File: src/rtl/mc_accum_processor_if.sv
// Shared memory port of mc_accum_processor: a single req/ready handshake
// carrying instruction fetches, operand reads and STA writes.
// master = processor side, slave = memory side.
interface mc_accum_processor_if #(
  parameter int DATA_W = 16,
  parameter int ADDR_W = 12
);
  logic              mem_req;
  logic              mem_we;
  logic [ADDR_W-1:0] mem_addr;
  logic [DATA_W-1:0] mem_wdata;
  logic [DATA_W-1:0] mem_rdata;
  logic              mem_ready;

  modport master (
    output mem_req, mem_we, mem_addr, mem_wdata,
    input  mem_rdata, mem_ready
  );

  modport slave (
    input  mem_req, mem_we, mem_addr, mem_wdata,
    output mem_rdata, mem_ready
  );
endinterface

File: src/rtl/mc_accum_processor.sv
// Multi-cycle accumulator processor with one shared memory port that may
// insert wait states. States: FETCH -> DECODE -> (MEM) -> FETCH, plus an
// absorbing HALT.
// Optional feature: define MCP_BUS_TIMEOUT_EN to abort any access that waits
// TIMEOUT cycles; the core then halts with the sticky bus_err flag set.
// Without the macro the core waits forever and bus_err is tied low.
module mc_accum_processor #(
  parameter int DATA_W   = 16,
  parameter int ADDR_W   = 12,
  parameter int RESET_PC = 0,
  parameter int TIMEOUT  = 15
) (
  input  logic                 clk,
  input  logic                 rst,
  mc_accum_processor_if.master mem,
  output logic                 halted,
  output logic [ADDR_W-1:0]    pc_out,
  output logic [DATA_W-1:0]    acc_out,
  output logic                 bus_err
);

  localparam logic [2:0] OP_LDA  = 3'b000;
  localparam logic [2:0] OP_STA  = 3'b001;
  localparam logic [2:0] OP_ADD  = 3'b010;
  localparam logic [2:0] OP_SUB  = 3'b011;
  localparam logic [2:0] OP_NOT  = 3'b100;
  localparam logic [2:0] OP_HALT = 3'b101;
  localparam logic [2:0] OP_JMP  = 3'b110;
  localparam logic [2:0] OP_JZ   = 3'b111;

  localparam logic [ADDR_W-1:0] PC_RST = ADDR_W'(RESET_PC);

  typedef enum logic [1:0] {S_FETCH, S_DECODE, S_MEM, S_HALT} state_t;

  state_t            state;
  logic [ADDR_W-1:0] pc;
  logic [DATA_W-1:0] acc;
  logic [DATA_W-1:0] ir;

  logic [2:0]        op;
  logic [ADDR_W-1:0] op_addr;
  logic              access;
  logic              acc_zero;

  assign op       = ir[DATA_W-1 -: 3];
  assign op_addr  = ir[ADDR_W-1:0];
  assign access   = (state == S_FETCH) || (state == S_MEM);
  assign acc_zero = (acc == '0);

  // Accumulator update for the memory-operand instructions (wraps mod 2^DATA_W)
  function automatic logic [DATA_W-1:0] alu(input logic [2:0]        f,
                                            input logic [DATA_W-1:0] a,
                                            input logic [DATA_W-1:0] m);
    case (f)
      OP_ADD:  return a + m;
      OP_SUB:  return a - m;
      default: return m;
    endcase
  endfunction

  // Bus outputs decode from state alone; rst gating drops a pending request at once
  assign mem.mem_req   = access && !rst;
  assign mem.mem_we    = (state == S_MEM) && (op == OP_STA);
  assign mem.mem_addr  = (state == S_MEM) ? op_addr : pc;
  assign mem.mem_wdata = acc;

  assign pc_out  = pc;
  assign acc_out = acc;

`ifdef MCP_BUS_TIMEOUT_EN
  localparam int WAIT_W = (TIMEOUT < 2) ? 1 : $clog2(TIMEOUT);
  logic [WAIT_W-1:0] wait_cnt;
`else
  assign bus_err = 1'b0;
`endif

  // IR bits between opcode and address are don't-care; this sink keeps them
  // (and TIMEOUT in the default build) from reading as dangling
  logic unused_ok;
  assign unused_ok = (^ir) ^ (TIMEOUT != 0);

  // Control FSM and datapath registers
  always_ff @(posedge clk or posedge rst) begin
    if (rst) begin
      state  <= S_FETCH;
      pc     <= PC_RST;
      acc    <= '0;
      ir     <= '0;
      halted <= 1'b0;
`ifdef MCP_BUS_TIMEOUT_EN
      bus_err  <= 1'b0;
      wait_cnt <= '0;
`endif
    end else begin
      case (state)
        S_FETCH: begin
          if (mem.mem_ready) begin
            ir    <= mem.mem_rdata;
            pc    <= pc + 1'b1;
            state <= S_DECODE;
          end
        end
        S_DECODE: begin
          case (op)
            OP_NOT: begin
              acc   <= ~acc;
              state <= S_FETCH;
            end
            OP_JMP: begin
              pc    <= op_addr;
              state <= S_FETCH;
            end
            OP_JZ: begin
              if (acc_zero) pc <= op_addr;
              state <= S_FETCH;
            end
            OP_HALT: begin
              halted <= 1'b1;
              state  <= S_HALT;
            end
            default: state <= S_MEM;
          endcase
        end
        S_MEM: begin
          if (mem.mem_ready) begin
            if (op != OP_STA) acc <= alu(op, acc, mem.mem_rdata);
            state <= S_FETCH;
          end
        end
        default: state <= S_HALT;
      endcase
`ifdef MCP_BUS_TIMEOUT_EN
      // Count stalled cycles of the current access; abort on the TIMEOUT-th
      if (access && !mem.mem_ready) begin
        if (wait_cnt == WAIT_W'(TIMEOUT - 1)) begin
          wait_cnt <= '0;
          bus_err  <= 1'b1;
          halted   <= 1'b1;
          state    <= S_HALT;
        end else begin
          wait_cnt <= wait_cnt + 1'b1;
        end
      end else begin
        wait_cnt <= '0;
      end
`endif
    end
  end

endmodule
File: src/flat_wrapper.sv
// flat-port wrapper written by rule: the top's interface ports become plain ports
module mc_accum_processor_flat 
#(
  parameter int DATA_W   = 16,
  parameter int ADDR_W   = 12,
  parameter int RESET_PC = 0,
  parameter int TIMEOUT  = 15
)
  (clk, rst, halted, pc_out, acc_out, bus_err, mem_mem_req, mem_mem_we, mem_mem_addr, mem_mem_wdata, mem_mem_rdata, mem_mem_ready);
  mc_accum_processor_if #(.DATA_W(DATA_W), .ADDR_W(ADDR_W)) mem_i ();
  input  logic clk;
  input  logic rst;
  output logic halted;
  output logic [ADDR_W-1:0] pc_out;
  output logic [DATA_W-1:0] acc_out;
  output logic bus_err;
  output wire logic [$bits(mem_i.mem_req)-1:0] mem_mem_req;
  output wire logic [$bits(mem_i.mem_we)-1:0] mem_mem_we;
  output wire logic [$bits(mem_i.mem_addr)-1:0] mem_mem_addr;
  output wire logic [$bits(mem_i.mem_wdata)-1:0] mem_mem_wdata;
  input wire logic [$bits(mem_i.mem_rdata)-1:0] mem_mem_rdata;
  input wire logic [$bits(mem_i.mem_ready)-1:0] mem_mem_ready;
  assign mem_mem_req = mem_i.mem_req;
  assign mem_mem_we = mem_i.mem_we;
  assign mem_mem_addr = mem_i.mem_addr;
  assign mem_mem_wdata = mem_i.mem_wdata;
  assign mem_i.mem_rdata = mem_mem_rdata;
  assign mem_i.mem_ready = mem_mem_ready;
  mc_accum_processor #(.DATA_W(DATA_W), .ADDR_W(ADDR_W), .RESET_PC(RESET_PC), .TIMEOUT(TIMEOUT)) u_core (.clk(clk), .rst(rst), .mem(mem_i), .halted(halted), .pc_out(pc_out), .acc_out(acc_out), .bus_err(bus_err));
endmodule
File: config.mk
export PLATFORM = sky130hd
export DESIGN_NAME = mc_accum_processor_flat
export DESIGN_NICKNAME = d
export VERILOG_FILES = /design/src/rtl/mc_accum_processor_if.sv /design/src/rtl/mc_accum_processor.sv /design/src/flat_wrapper.sv
export SDC_FILE = /design/constraint.sdc
export NUM_CORES = 1
export LEC_CHECK = 0
export CAP_MARGIN = 20
export CORE_MARGIN = 2
export CORE_UTILIZATION = 40
export DETAILED_ROUTE_END_ITERATION = 6
export GPL_ROUTABILITY_DRIVEN = 0
export PLACE_DENSITY = 0.66
export SLEW_MARGIN = 5
export SYNTH_ARGS = -nofsm -noshare
export SYNTH_HDL_FRONTEND = slang
export SYNTH_SLANG_ARGS = --single-unit
export TNS_END_PERCENT = 50
File: constraint.sdc
create_clock -name clk -period 6.1 [get_ports clk]
set_clock_uncertainty 0.2 [all_clocks]
set_input_delay 1.22 -clock clk [delete_from_list [all_inputs] [get_ports clk]]
set_output_delay 1.22 -clock clk [all_outputs]
set_load 0.1 [all_outputs]
* Word-level counts from Yosys, hierarchy flattened
Cells that the tools add are included.
** Storage, ports and cells
- Flip-flop bits (word level) :: 47
- Input port bits :: 19
- Output and inout port bits :: 60
- Logic and storage cells :: 53
** Operators by class
- Add/sub/neg operators :: 3
- Eq/ne operators :: 16
- Mux-type cells :: 14
- Bitwise gates (word level) :: 1
- Reductions and logical operators :: 14
** Operators by type and width (number)
- $pmux W16 S2 :: 2
- $mux W16 :: 3
- $pmux W12 S2 :: 2
- $mux W12 :: 3
- $add A16 B16 Y16 :: 1
- $logic_not A16 Y1 :: 1
- $not A16 Y16 :: 1
- $sub A16 B16 Y16 :: 1
- $add A12 B1 Y12 const B :: 1
- $eq A3 B3 Y1 const B :: 4
- $ne A2 B2 Y1 const B :: 4
- $reduce_and A4 Y1 :: 2
- $eq A3 B2 Y1 const B :: 2
- $ne A3 B2 Y1 const B :: 2
- $pmux W2 S3 :: 1
- $reduce_and A2 Y1 :: 3
- $mux W2 :: 2
- $pmux W2 S2 :: 1
- $reduce_bool A2 Y1 :: 2
- $eq A3 B1 Y1 const B :: 1
- $ne A3 B1 Y1 const B :: 1
- $reduce_or A3 Y1 :: 1
- $eq A2 B1 Y1 const B :: 1
- $eq A2 B2 Y1 const B :: 1
- 4 further kinds :: 5

* Longest topological paths before layout
- Word-level depth :: 5
- Depth in mapped cells :: 14
- Gate-level depth less buffers :: 14

* Least setup slack after synthesis
No wires, ideal clock.
- Kind :: register to output
- Start :: register u_core.pc[0], in the netlist u_core.pc_out[0]
- End :: output mem_mem_addr[0]
- Data arrival time :: 3.254 ns
- Data required time :: 4.680 ns
- Slack :: 1.426 ns
- Stages on the path, launching flop included :: 3
- Buffers on the path :: 0
- Path through :: dfrtp_1 -> inv_1 -> o21ai_0
** Between the ends
- Word-level cells in the longest chain between the ends :: 1
** RTL lines
- start: declaration :: RTL line mc_accum_processor.sv:36 : logic [ADDR_W-1:0] pc;
- start signal: assignment :: RTL line mc_accum_processor.sv:99 : pc <= pc + 1'b1;
- start signal: assignment :: RTL line mc_accum_processor.sv:110 : pc <= op_addr;
- start signal: assignment :: RTL line mc_accum_processor.sv:114 : if (acc_zero) pc <= op_addr;
- $mux W12 :: RTL line mc_accum_processor.sv:64 : assign mem.mem_addr = (state == S_MEM) ? op_addr : pc;
- end: declaration :: RTL line flat_wrapper.sv:19 : output wire logic [$bits(mem_i.mem_addr)-1:0] mem_mem_addr;
Every way passes these cells.

* Worst setup path in the final report
- Start :: input mem_mem_rdata[2]
- End :: register u_core.acc[11], in the netlist u_core.acc_out[11]
** Between the ends
- Word-level cells in the longest chain between the ends :: 5
- Elaborated cells between the ends (all ways) :: 6
- Classes of those cells :: add/sub (2); mux (4)
** RTL lines
- start: declaration :: RTL line flat_wrapper.sv:21 : input wire logic [$bits(mem_i.mem_rdata)-1:0] mem_mem_rdata;
- $sub A16 B16 Y16 or $add A16 B16 Y16 (tied branches) :: RTL line mc_accum_processor.sv:56, mc_accum_processor.sv:55
- $pmux W16 S2 * :: RTL line mc_accum_processor.sv:54 : case (f)
- $mux W16 * :: RTL line mc_accum_processor.sv:126 : if (op != OP_STA) acc <= alu(op, acc, mem.mem_rdata);
- $mux W16 * :: RTL line mc_accum_processor.sv:125 : if (mem.mem_ready) begin
- $pmux W16 S2 * :: RTL line mc_accum_processor.sv:95 : case (state)
- end signal: assignment :: RTL line mc_accum_processor.sv:106 : acc <= ~acc;
- end signal: assignment :: RTL line mc_accum_processor.sv:126
- end: declaration :: RTL line mc_accum_processor.sv:37 : logic [DATA_W-1:0] acc;
Every way passes the cells marked *; elsewhere a longest branch is shown, timed or not. The select of a mux whose other input is x is not followed.
A chain may end at the register's enable or synchronous reset.

==> flow_summary_export.csv <==
group,metric,value,unit
timing,rsz0062_at_grt,"no",
clock_tree,clk_pin_slew_worst_paths,0.09,ns
placement,hpwlAfterDp,7450,µm
setup_path,worstSetupPathType,"input port to flop",
global_route,grt_pass1_vias,3245,
layout,fin_cells,605,
floorplan,die_area,9820,µm²
synth,ys_seq_area_share,31.8,%
route,drt-pass1-iter-count,5,
status,status,"complete, no violations",
clock_tree,cts_buffers,5,
floorplan,die_w,99.1,µm
setup_path,cpMostUsedCell,"a21oi_1",
placement,dp_cells,596,
worst_hold_path,hp-class,"flop to flop",
synth,syn_area_per_cell,8.15,µm²
route,route.detailed.drc,0,
timing,timing.final.crit_share,72.4,%
route,ant_nets,0,
synth,ys_async_sr_fraction,100,%
setup_path,cp_max_fo,6,
setup_path,cp_slowest_cell,"clkdlybuf4s50_1",
clock_tree,clk_latency,0.31,ns
clock_tree,postCtsHoldBufs,0,
floorplan,num_io_pins,79,
global_route,grt_max_degree,47,
floorplan,num_rows,34,
layout,area_growth,23.3,%
layout,layout_commonest_cell,"clkdlybuf4s50_1",
layout,diodes,0,
setup_path,crit_family,"compound AO/OA/AOI/OAI gates",
setup_path,crit_path_end_kind,"flop",
synth,synth-main-ff-cell,"dfrtp_1",
layout,fillCellCount,857,
layout,drive_gt1_share,7.65,%
synth,synth_cell_types,59,
synth,syn_inst,444,
clock_tree,clock-sinks,46,
route,viasPerCell,5.71,
global_route,grt_overflow_total,0,
timing,fmax,226,MHz
setup_path,worstSetupStartpointType,"input port",
synth,synth_edf_count,0,
synth,synth_warnings,0,
setup_path,slowest_delay,0.54,ns
timing,hold_viol_final,0,
synth,synth_seq_cells,46,
timing,maxSlewViolCount,0,
job,max_cap_viol_count,0,
timing,tightest_slew,1.06,ns
layout,nets,533,
route,drtIter0Drc,241,
clock_tree,clock_path_buffers,2,
layout,layout_common_cells,"clkdlybuf4s50_1, nand2_1, dfrtp_1",
route,routed_wl,10100,µm
layout,multiInputGateArea,2190,µm²
placement,io_buffer_count,77,
timing,finalSetupTns,0,ns
floorplan,die_h,99.1,µm
route,wl_per_cell,16.7,µm
route,vias,3457,
synth,synth_nets,481,
synth,syn_area,3620,µm²
clock_tree,cts_tree,"yes",
setup_path,critPathBufInv,1,
floorplan,start_util,41.3,%
timing,relSlewSlack,29.1,%
setup_path,arrival,4.42,ns
floorplan,coreArea,8760,µm²
timing,fin_crit,4.42,ns
global_route,grt_antenna_before_repair,0,
timing,setup_viol,0,
global_route,grt_pass1_wl,16600,µm
global_route,grtUsageTotal,20.6,%
layout,register_area,1150,µm²
setup_path,cp.required,6.11,ns
clock_tree,cts_root_buffer,"clkbuf_8",
clock_tree,cts_resized,0,
setup_path,cp_cell_sequence,"clkdlybuf4s50_1 -> nor4_2 -> nand2_1 -> o31ai_1 -> xor2_1 -> ha_1 -> a21oi_1 -> nor2_1 -> a211oi_1 -> o31a_1 -> xnor2_1 -> a21oi_1 -> a221oi_1",
timing,hold_ws,0.274,ns
clock_tree,htreeDepth,2,
clock_tree,cts_setup_buffers,0,
[logic make-up after synthesis]
group                    share of synthesized area, %
AO/OA/AOI/OAI                                    21.5
XOR/XNOR                                         6.30
adder cells (fa/ha/maj)                          6.43
buffers and inverters                            7.58
flip-flops                                       31.8
multiplexers                                     6.05
other                                           0.104
AND/OR/NAND/NOR                                  20.2
[worst reg2reg max path: cells and delay by family (launching register included)]
family,cells,cell delay [ns]
buffers and inverters,1,0.26
AND/OR/NAND/NOR,4,0.79
multiplexers,2,0.59
flip-flops,1,0.50
adder cells (fa/ha/maj),1,0.47
AO/OA/AOI/OAI,4,0.89
[flip-flops by register name, indices dropped and copies added, names as in the netlist]
| name | flops |
|---|---|
| u_core.ir | 15 |
| u_core.state | 2 |
| u_core.acc_out | 16 |
| u_core.halted | 1 |
| u_core.pc_out | 12 |
[cells in the mapped netlist, types with 2 or more instances]
master    number  area (µm²)
nor3_1         4        20.0
and2_1         2        12.5
nand2_1       73         274
o31ai_1        4        30.0
mux2i_1        5        50.1
o21ai_1        6        30.0
nand3_1       13        65.1
dfrtp_1       46        1150
xor2_1        12         105
buf_4         19         143
and3_1         3        18.8
mux2_2        14         158
ha_1          17         213
xnor2_1       14         123
nand4_1        4        25.0
nor2_1        40         150
nor4_1         5        31.3
nand2b_1       4        25.0
a221oi_2       2        30.0
nor4_2         2        25.0
a21oi_1       43         215
o32ai_1        2        17.5
o22ai_1        5        31.3
o21ai_0       20         100
buf_2          9        45.0
inv_1         14        52.6
a22o_1         2        17.5
nor2b_1        5        31.3
a221oi_1       6        52.6
a21o_1         3        22.5
a31oi_1       11        68.8
clkbuf_1       8        30.0
[worst paths after layout]
kind / to / slack [ns] / cells past startpoint / startpoint
setup / recovery: u_core.acc_out[11] / 1.68 / 13 / mem_mem_rdata[2]
hold / removal: u_core.halted / 0.27 / 1 / u_core.halted
max in group asynchronous: u_core.acc_out[2] / 4.16 / 3 / rst
hold reg to reg: u_core.halted / 0.27 / 1 / u_core.halted
min in group asynchronous: u_core.state[0] / 1.04 / 2 / rst
setup reg to reg: u_core.acc_out[14] / 2.32 / 12 / u_core.ir[15]
[cell type report]
| type | count | area share (%) |
|---|---|---|
| tap | 108 | 3.03 |
| multi-input combinational | 347 | 49.1 |
| clock inverter | 2 | 0.841 |
| sequential | 46 | 25.8 |
| inverter | 14 | 1.18 |
| timing repair buffer | 82 | 18.4 |
| clock buffer | 6 | 1.63 |
[metal layers]
layer,routed length (µm),part of all wire (%),global-route usage (%)
met5,0,0,0
met3,543,5.4,2.81
met4,149,1.5,5.37
met2,4830,48,33.5
met1,4570,45,29.1
[metrics by stage]
step	setup slack, ns	instance area (µm²)	utilization, %
final	1.68	4460	50.9
after detailed placement	1.41	4330	49.4
after global placement	1.60	4330	49.4
after floorplan	1.43	3620	-
after global routing	1.46	4460	50.9
after CTS	1.72	4440	50.7
Power is left out: the tool's default activity adds up to more than one toggle a clock period on the data nets, which glitch-free logic cannot reach.
